### config.mk
export PLATFORM = sky130hd
export DESIGN_NAME = count_uart_reporter
export DESIGN_NICKNAME = d
export VERILOG_FILES = /design/src/rtl/count_uart_reporter.sv
export SDC_FILE = /design/constraint.sdc
export NUM_CORES = 1
export LEC_CHECK = 0
export BUFFER_PORTS_ARGS = -buffer_cell sky130_fd_sc_hd__buf_4
export CORE_ASPECT_RATIO = 1.5
export CORE_UTILIZATION = 30
export DETAILED_ROUTE_END_ITERATION = 10
export SLEW_MARGIN = 20
export SYNTH_ARGS = -nofsm -noshare
export SYNTH_HDL_FRONTEND = slang
export SYNTH_SLANG_ARGS = --single-unit
### constraint.sdc
create_clock -name i_Clk -period 4.8 [get_ports i_Clk]
set_input_delay 0.96 -clock i_Clk [delete_from_list [all_inputs] [get_ports i_Clk]]
set_output_delay 0.96 -clock i_Clk [all_outputs]
set_load 0.03 [all_outputs]
### src/rtl/count_uart_reporter.sv
// 8N1 UART reporter: sends the two-digit BCD count as "TO\r\n"
// whenever the value changes or a resend is requested.
module count_uart_reporter #(
   parameter int CLKS_PER_BIT = 217
) (
   input  logic       i_Clk,
   input  logic       i_Rst,
   input  logic [3:0] i_Tens,
   input  logic [3:0] i_Ones,
   input  logic       i_Send,
   output logic       o_Tx,
   output logic       o_Busy,
   output logic       o_Done
);

   typedef enum logic [1:0] {
      S_IDLE,
      S_START,
      S_DATA,
      S_STOP
   } state_t;

   localparam logic [15:0] BAUD_MAX = 16'(CLKS_PER_BIT - 1);

   state_t      state, state_n;
   logic [15:0] baud_cnt, baud_cnt_n;
   logic [2:0]  bit_idx, bit_idx_n;
   logic [1:0]  byte_idx, byte_idx_n;
   logic [7:0]  msg, msg_n;
   logic [7:0]  last_sent, last_sent_n;
   logic        pending, pending_n;
   logic        tx, tx_n;
   logic        busy, busy_n;
   logic        done, done_n;
   logic [7:0]  cur_byte;
   logic        baud_end;
   logic        trigger;

   function automatic logic [7:0] digit_char(input logic [3:0] d);
      return (d <= 4'd9) ? (8'h30 + {4'h0, d}) : 8'h3F;
   endfunction

   assign baud_end = (baud_cnt == BAUD_MAX);
   assign trigger  = ({i_Tens, i_Ones} != last_sent) || pending;

   always_comb begin
      cur_byte = 8'h0A;
      unique case (byte_idx)
         2'd0: cur_byte = digit_char(msg[7:4]);
         2'd1: cur_byte = digit_char(msg[3:0]);
         2'd2: cur_byte = 8'h0D;
         2'd3: cur_byte = 8'h0A;
      endcase
   end

   always_comb begin
      state_n     = state;
      baud_cnt_n  = baud_cnt;
      bit_idx_n   = bit_idx;
      byte_idx_n  = byte_idx;
      msg_n       = msg;
      last_sent_n = last_sent;
      pending_n   = pending | i_Send;
      tx_n        = tx;
      busy_n      = busy;
      done_n      = 1'b0;
      unique case (state)
         S_IDLE: begin
            tx_n   = 1'b1;
            busy_n = 1'b0;
            if (trigger) begin
               // Snapshot wins over a same-cycle i_Send: one message.
               state_n     = S_START;
               msg_n       = {i_Tens, i_Ones};
               last_sent_n = {i_Tens, i_Ones};
               pending_n   = 1'b0;
               baud_cnt_n  = 16'd0;
               bit_idx_n   = 3'd0;
               byte_idx_n  = 2'd0;
               tx_n        = 1'b0;
               busy_n      = 1'b1;
            end
         end
         S_START: begin
            if (baud_end) begin
               baud_cnt_n = 16'd0;
               bit_idx_n  = 3'd0;
               state_n    = S_DATA;
               tx_n       = cur_byte[0];
            end else begin
               baud_cnt_n = baud_cnt + 16'd1;
            end
         end
         S_DATA: begin
            if (baud_end) begin
               baud_cnt_n = 16'd0;
               if (bit_idx == 3'd7) begin
                  state_n = S_STOP;
                  tx_n    = 1'b1;
               end else begin
                  bit_idx_n = bit_idx + 3'd1;
                  tx_n      = cur_byte[bit_idx_n];
               end
            end else begin
               baud_cnt_n = baud_cnt + 16'd1;
            end
         end
         S_STOP: begin
            if (baud_end) begin
               baud_cnt_n = 16'd0;
               if (byte_idx == 2'd3) begin
                  state_n = S_IDLE;
                  tx_n    = 1'b1;
                  busy_n  = 1'b0;
                  done_n  = 1'b1;
               end else begin
                  byte_idx_n = byte_idx + 2'd1;
                  state_n    = S_START;
                  tx_n       = 1'b0;
               end
            end else begin
               baud_cnt_n = baud_cnt + 16'd1;
            end
         end
         default: state_n = S_IDLE;
      endcase
   end

   always_ff @(posedge i_Clk) begin
      if (i_Rst) begin
         state     <= S_IDLE;
         baud_cnt  <= 16'd0;
         bit_idx   <= 3'd0;
         byte_idx  <= 2'd0;
         msg       <= 8'h00;
         last_sent <= 8'h00;
         pending   <= 1'b0;
         tx        <= 1'b1;
         busy      <= 1'b0;
         done      <= 1'b0;
      end else begin
         state     <= state_n;
         baud_cnt  <= baud_cnt_n;
         bit_idx   <= bit_idx_n;
         byte_idx  <= byte_idx_n;
         msg       <= msg_n;
         last_sent <= last_sent_n;
         pending   <= pending_n;
         tx        <= tx_n;
         busy      <= busy_n;
         done      <= done_n;
      end
   end

   assign o_Tx   = tx;
   assign o_Busy = busy;
   assign o_Done = done;

endmodule

==> results of run 1 <==
## layout by cell type, fill, tap and decap left out, types with 6 or more instances in the layout
cell type | netlist | layout
buf_4 | 1 | 13
dfxtp_1 | 35 | 35
nor3_1 | 7 | 7
xnor2_1 | 9 | 9
nand3_1 | 6 | 6
mux2i_1 | 11 | 11
ha_1 | 13 | 13
inv_1 | 12 | 12
nor2_1 | 38 | 38
a21oi_1 | 12 | 12
xor2_1 | 10 | 10
nand2_1 | 9 | 9
## power breakdown
part,leakage (nW),total (mW),internal (mW),switching (mW)
Combinational,0.538,0.408,0.175,0.233
Sequential,0.285,0.370,0.329,0.0415
Clock,0.0371,0.196,0.0967,0.0994
Total,0.860,0.974,0.600,0.374
## flip-flops by register name, indices dropped and copies added (netlist names)
name,cells
o_Tx,1
o_Done,1
baud_cnt,16
pending,1
bit_idx,3
last_sent,8
byte_idx,2
state,2
o_Busy,1
## routing by layer
metal  part of all wire (%)  GRT usage [%]
met5                      0              0
met4                    2.5           7.22
met3                    2.8           2.81
met2                     54           25.5
met1                     41           12.6
## area by class of cell
type / count / area share, %
Inverter: 12 / 1.99
Clock buffer: 6 / 3.20
Tap cell: 76 / 4.19
Multi-Input combinational cell: 182 / 55.4
Timing Repair Buffer: 13 / 4.30
Sequential cell: 35 / 30.9
## kinds of logic (layout without fill, tap and decap cells)
logic type | Yosys count | in the layout | share of synthesized area, %
AOI/OAI and AO/OA | 43 | 43 | 14.8
adders and majority gates | 13 | 13 | 7.94
xor gates and xnor gates | 19 | 19 | 8.12
muxes | 11 | 11 | 5.38
DFF | 35 | 35 | 34.2
buffers and inverters | 22 | 31 | 4.46
and+or+nand+nor | 96 | 96 | 25.1
## worst max-delay path, cell delays in order (launching register included)
cell	delay, ns
dfxtp_1	0.32
or4_1	0.58
nor4_2	0.88
nor2_1	0.22
o21bai_2	0.54
nor2_1	0.10
## final timing paths
path,to,slack [ns],from,cells after the start
max,baud_cnt[13],2.02,baud_cnt[15],5
min,o_Tx,0.48,o_Tx,2
max reg2reg,baud_cnt[13],2.02,baud_cnt[15],5
min reg2reg,o_Tx,0.48,o_Tx,2
## per-stage QoR
stage	hold slack, ns	worst slack (ns)	cell area (um^2)	std cells	utilization [%]
after floorplan	0.453	2.40	2050	239	-
after global placement	0.458	1.97	2190	318	33.6
after detailed placement	0.468	1.90	2190	318	33.6
after CTS	0.483	2.01	2270	324	34.7
after global routing	0.504	1.76	2270	324	34.7
final	0.480	2.02	2270	324	34.7
==> run_results.csv, run 1 <==
group,metric,value,unit
drt,drt_wl_total,4310,um
yosys,synth_edf_count,0,
finish,area_delta_synth_final,10.7,%
clock_tree,post-cts-setup-buffer-count,0,
sta,slew_violations,0,
sta,rsz0062_at_grt,"false",
sta,fin_tns_setup,0,ns
clock_tree,cts_made_buffers,5,
drt,drt-initial-drc-count,76,
sta,worst_pin_slew,0.976,ns
sta,layout_min_cycle_time,2.78,ns
finish,multiInputGateArea,0.00126,mm^2
yosys,yosys.area.top_type_share,34.2,%
yosys,yosysTopAreaCell,"dfxtp_1",
finish,diodes,0,
worst_hold_path,hold_class,"register to register",
yosys,yosys_warnings,0,
floorplan,std_cell_rows,36,
sta,max-slew-margin-rel,34.4,%
clock_tree,clk_path_buf_depth,2,
finish,n_fill_cell,676,
yosys,syn_area_per_cell,8.57,um^2
finish,seq_area,701,um^2
floorplan,ioPinCount,14,
drt,dr_total_vias,1693,
power,power.leakage,0.860,nW
clock_tree,post_cts_resize_count,0,
critical_path,cp.arrival,2.93,ns
sta,finalSetupViolCount,0,
clock_tree,htree_levels,2,
sta,fmax,360,MHz
clock_tree,clock_sinks,35,
yosys,yosysUniqueCellTypes,50,
critical_path,worstPathRequired,4.95,ns
outcome,status,"completed",
power,p_total,974,uW
sta,fin_worst_skew,0.00182,ns
sta,hold_violations,0,
yosys,synth_fp_nets,263,
yosys,synthTopCellsByCount,"38 x nor2_1, 35 x dfxtp_1, 13 x ha_1",
placement,io_buffers,13,
job,maxCapViolations,0,
drt,first_pass_iters,4,
global_routing,grt_usage,13.0,%
yosys,yosysSeqAreaShare,34.2,%
yosys,postSynthCellCount,239,
clock_tree,path_clk_slew,0.07,ns
yosys,syn_area,0.00205,mm^2
yosys,synthArstFlopShare,0,%
yosys,synth_area_leaders,"dfxtp_1 34%, ha_1 7.9%, nor2_1 7.0%, mux2i_1 5.4%, xor2_1 4.3%",
clock_tree,ctsHoldBuffers,0,
critical_path,startpoint_type,"register",
floorplan,dieArea,0.00717,mm^2
yosys,synth_ff_type,"dfxtp_1",
critical_path,criticalPathCategory,"register to register",
global_routing,grt_pass1_wl,7440,um
clock_tree,clk_latency,0.28,ns
global_routing,overflow,0,
global_routing,grt_max_degree,23,
placement,place_congestion,0.869,
sta,timing.final.crit_share,57.8,%
drt,drc,0,
clock_tree,cts_root_buffer,"clkbuf_8",
global_routing,first_global_vias,1725,
floorplan,core_area,0.00653,mm^2
placement,dpl.hpwl,3210,um
clock_tree,cts_tree,"built",
floorplan,die_y,103,um
drt,avgRoutedWirePerCell,13.3,um
finish,final_nets,273,
floorplan,start_util,31.4,%
power,power_density,430,mW/mm^2
critical_path,crit_path_end_kind,"register",
drt,ant_nets,0,
finish,drive_above_1_share,10.1,%
power,peakVddDrop,0.220,mV
yosys,synth.most_common_cell,"nor2_1",
floorplan,die_w,69.5,um
global_routing,grt_antenna_before_repair,0,
drt,post_drt_via_cell_ratio,5.23,
critical_path,critPathMaxFanout,14,
yosys,ys_seq_elements,35,
(Power assumes the default switching activity.)
==> inputs of run 2 (changes only) <==
Clock period 4.8 ns to 2.6 ns, I/O delays scaled along.
==> run 2 against run 1 <==
Against the previous run: cell count grew 1.5%; largest power group unchanged; sequential share of layout area shrank 0.89 points; critical path depth grew 1; largest cell class unchanged; worst hold slack lost 0.00097 ns; total power grew 100%; core utilization grew 1.0 points; highest routed layer unchanged; first-iteration DRC count shrank 70%; clock power grew to 2.6 times the previous value; critical endpoint is now baud_cnt[3]; global-route usage grew 0.45 points.
==> run_results.csv, run 2 (synthesized netlist as in run 1, its figures left out) <==
group,metric,value,unit
sta,fin_tns_setup,0,ns
critical_path,cp.arrival,2.40,ns
sta,whs,0.479,ns
power,p_total,1.96,mW
clock_tree,cts_made_buffers,5,
clock_tree,post-cts-setup-buffer-count,0,
sta,finalSetupViolCount,0,
outcome,status,"completed",
placement,place_congestion,0.815,
global_routing,first_global_vias,1656,
floorplan,ioPinCount,14,
placement,io_buffers,13,
drt,first_pass_iters,4,
floorplan,dieArea,0.00717,mm^2
drt,dr_total_vias,1676,
clock_tree,cts_tree,"built",
finish,layout_common_cells,"38 x nor2_1, 35 x dfxtp_1, 16 x buf_4",
finish,reg.largest.list,"baud_cnt: 16 flops, last_sent: 8 flops, bit_idx: 3 flops",
critical_path,startpoint_type,"register",
global_routing,grt_usage,13.4,%
placement,dpl.hpwl,3410,um
sta,worst_pin_slew,0.580,ns
floorplan,die_w,69.5,um
critical_path,critical_path.cell_chain,"or4_1, nor4_2, buf_4, nor2_1, o21bai_2, nor2_1",
power,peakVddDrop,0.419,mV
sta,rsz0062_at_grt,"false",
clock_tree,ctsHoldBuffers,0,
floorplan,die_y,103,um
clock_tree,clk_latency,0.29,ns
critical_path,slowest_delay,0.52,ns
finish,n_fill_cell,693,
finish,multiInputGateArea,0.00126,mm^2
finish,diodes,0,
power,power_density,841,mW/mm^2
drt,drt-initial-drc-count,23,
drt,post_drt_via_cell_ratio,5.09,
drt,drc,0,
clock_tree,htree_levels,2,
floorplan,start_util,31.4,%
sta,slew_violations,0,
sta,timing.final.crit_share,86.3,%
critical_path,worstPathRequired,2.75,ns
floorplan,std_cell_rows,36,
floorplan,core_area,0.00653,mm^2
clock_tree,clk_path_buf_depth,2,
global_routing,overflow,0,
sta,max-slew-margin-rel,61.3,%
finish,regMostFlops,"baud_cnt",
critical_path,crit_path_end_kind,"register",
clock_tree,post_cts_resize_count,0,
global_routing,grt_antenna_before_repair,0,
sta,hold_violations,0,
critical_path,cp_common_cell,"nor2_1",
clock_tree,cts_root_buffer,"clkbuf_8",
drt,avgRoutedWirePerCell,13.5,um
clock_tree,clock_sinks,35,
sta,layout_min_cycle_time,2.24,ns
job,maxCapViolations,0,
critical_path,critPathMaxFanout,14,
finish,area_delta_synth_final,14.0,%
power,power.leakage,0.900,nW
clock_tree,path_clk_slew,0.08,ns
finish,largest_register_ffs,16,
critical_path,r2r_setup_slack,0.36,ns
finish,final_nets,276,
critical_path,cpMaxStageDelayCell,"or4_1",
global_routing,grt_max_degree,23,
global_routing,grt_pass1_wl,7620,um
critical_path,criticalPathCategory,"register to register",
sta,fin_worst_skew,0.00629,ns
sta,fmax,445,MHz
worst_hold_path,hold_class,"input port to register",
drt,ant_nets,0,
finish,final_common_cell,"nor2_1",
finish,drive_above_1_share,12.3,%
finish,seq_area,701,um^2
drt,drt_wl_total,4430,um
run 2: changes by cell type in the layout (fill, tap and decap cells not counted), sizes merged:
cell,change
buf,+3
bufinv,+1
clkinv,+1
run 2: cell type report:
cell class,instances,share of cell area (%)
inverter,12,1.93
timing repair buffer,16,5.14
clock inverter,2,1.50
clock buffer,6,3.54
multi-input combinational,182,53.8
sequential,35,30.0
tap,76,4.07
run 2: worst max-delay path: cells and delay by family, from the launching register on:
kind	cells	cell delay [ns]
and+or+nand+nor	4	1.05
DFF	1	0.35
buffers and inverters	1	0.23
AOI/OAI and AO/OA	1	0.48
run 2: through the flow:
step	instance area (um^2)	utilization (%)	setup slack [ns]	cells
2_1_floorplan	2050	-	0.608	239
3_3_place_gp	2220	33.9	0.241	321
3_5_place_dp	2220	33.9	0.250	321
4_1_cts	2330	35.7	0.341	329
5_1_grt	2330	35.7	0.158	329
6_report	2330	35.7	0.355	329
run 2: final timing paths:
| path | start | to | cells after the start |
|---|---|---|---|
| max | baud_cnt[12] | baud_cnt[3] | 6 |
| min | i_Tens[3] | last_sent[7] | 3 |
| max reg2reg | baud_cnt[12] | baud_cnt[3] | 6 |
| min reg2reg | o_Tx | o_Tx | 2 |
run 2: where the power goes:
group	internal, mW	total, mW	switching [mW]	leakage [nW]
clock	0.310	0.508	0.198	0.0612
sequential	0.606	0.681	0.0751	0.285
combinational	0.332	0.773	0.441	0.554
total	1.25	1.96	0.714	0.900
run 2: routing by layer:
| layer | vias up | GRT usage [%] | share of wire, % |
|---|---|---|---|
| met4 | 0 | 4.71 | 1.9 |
| met5 | - | 0 | 0 |
| met3 | 10 | 3.39 | 2.1 |
| met2 | 20 | 27.3 | 55 |
| met1 | 775 | 13.1 | 41 |
| li1 | 871 | - | - |
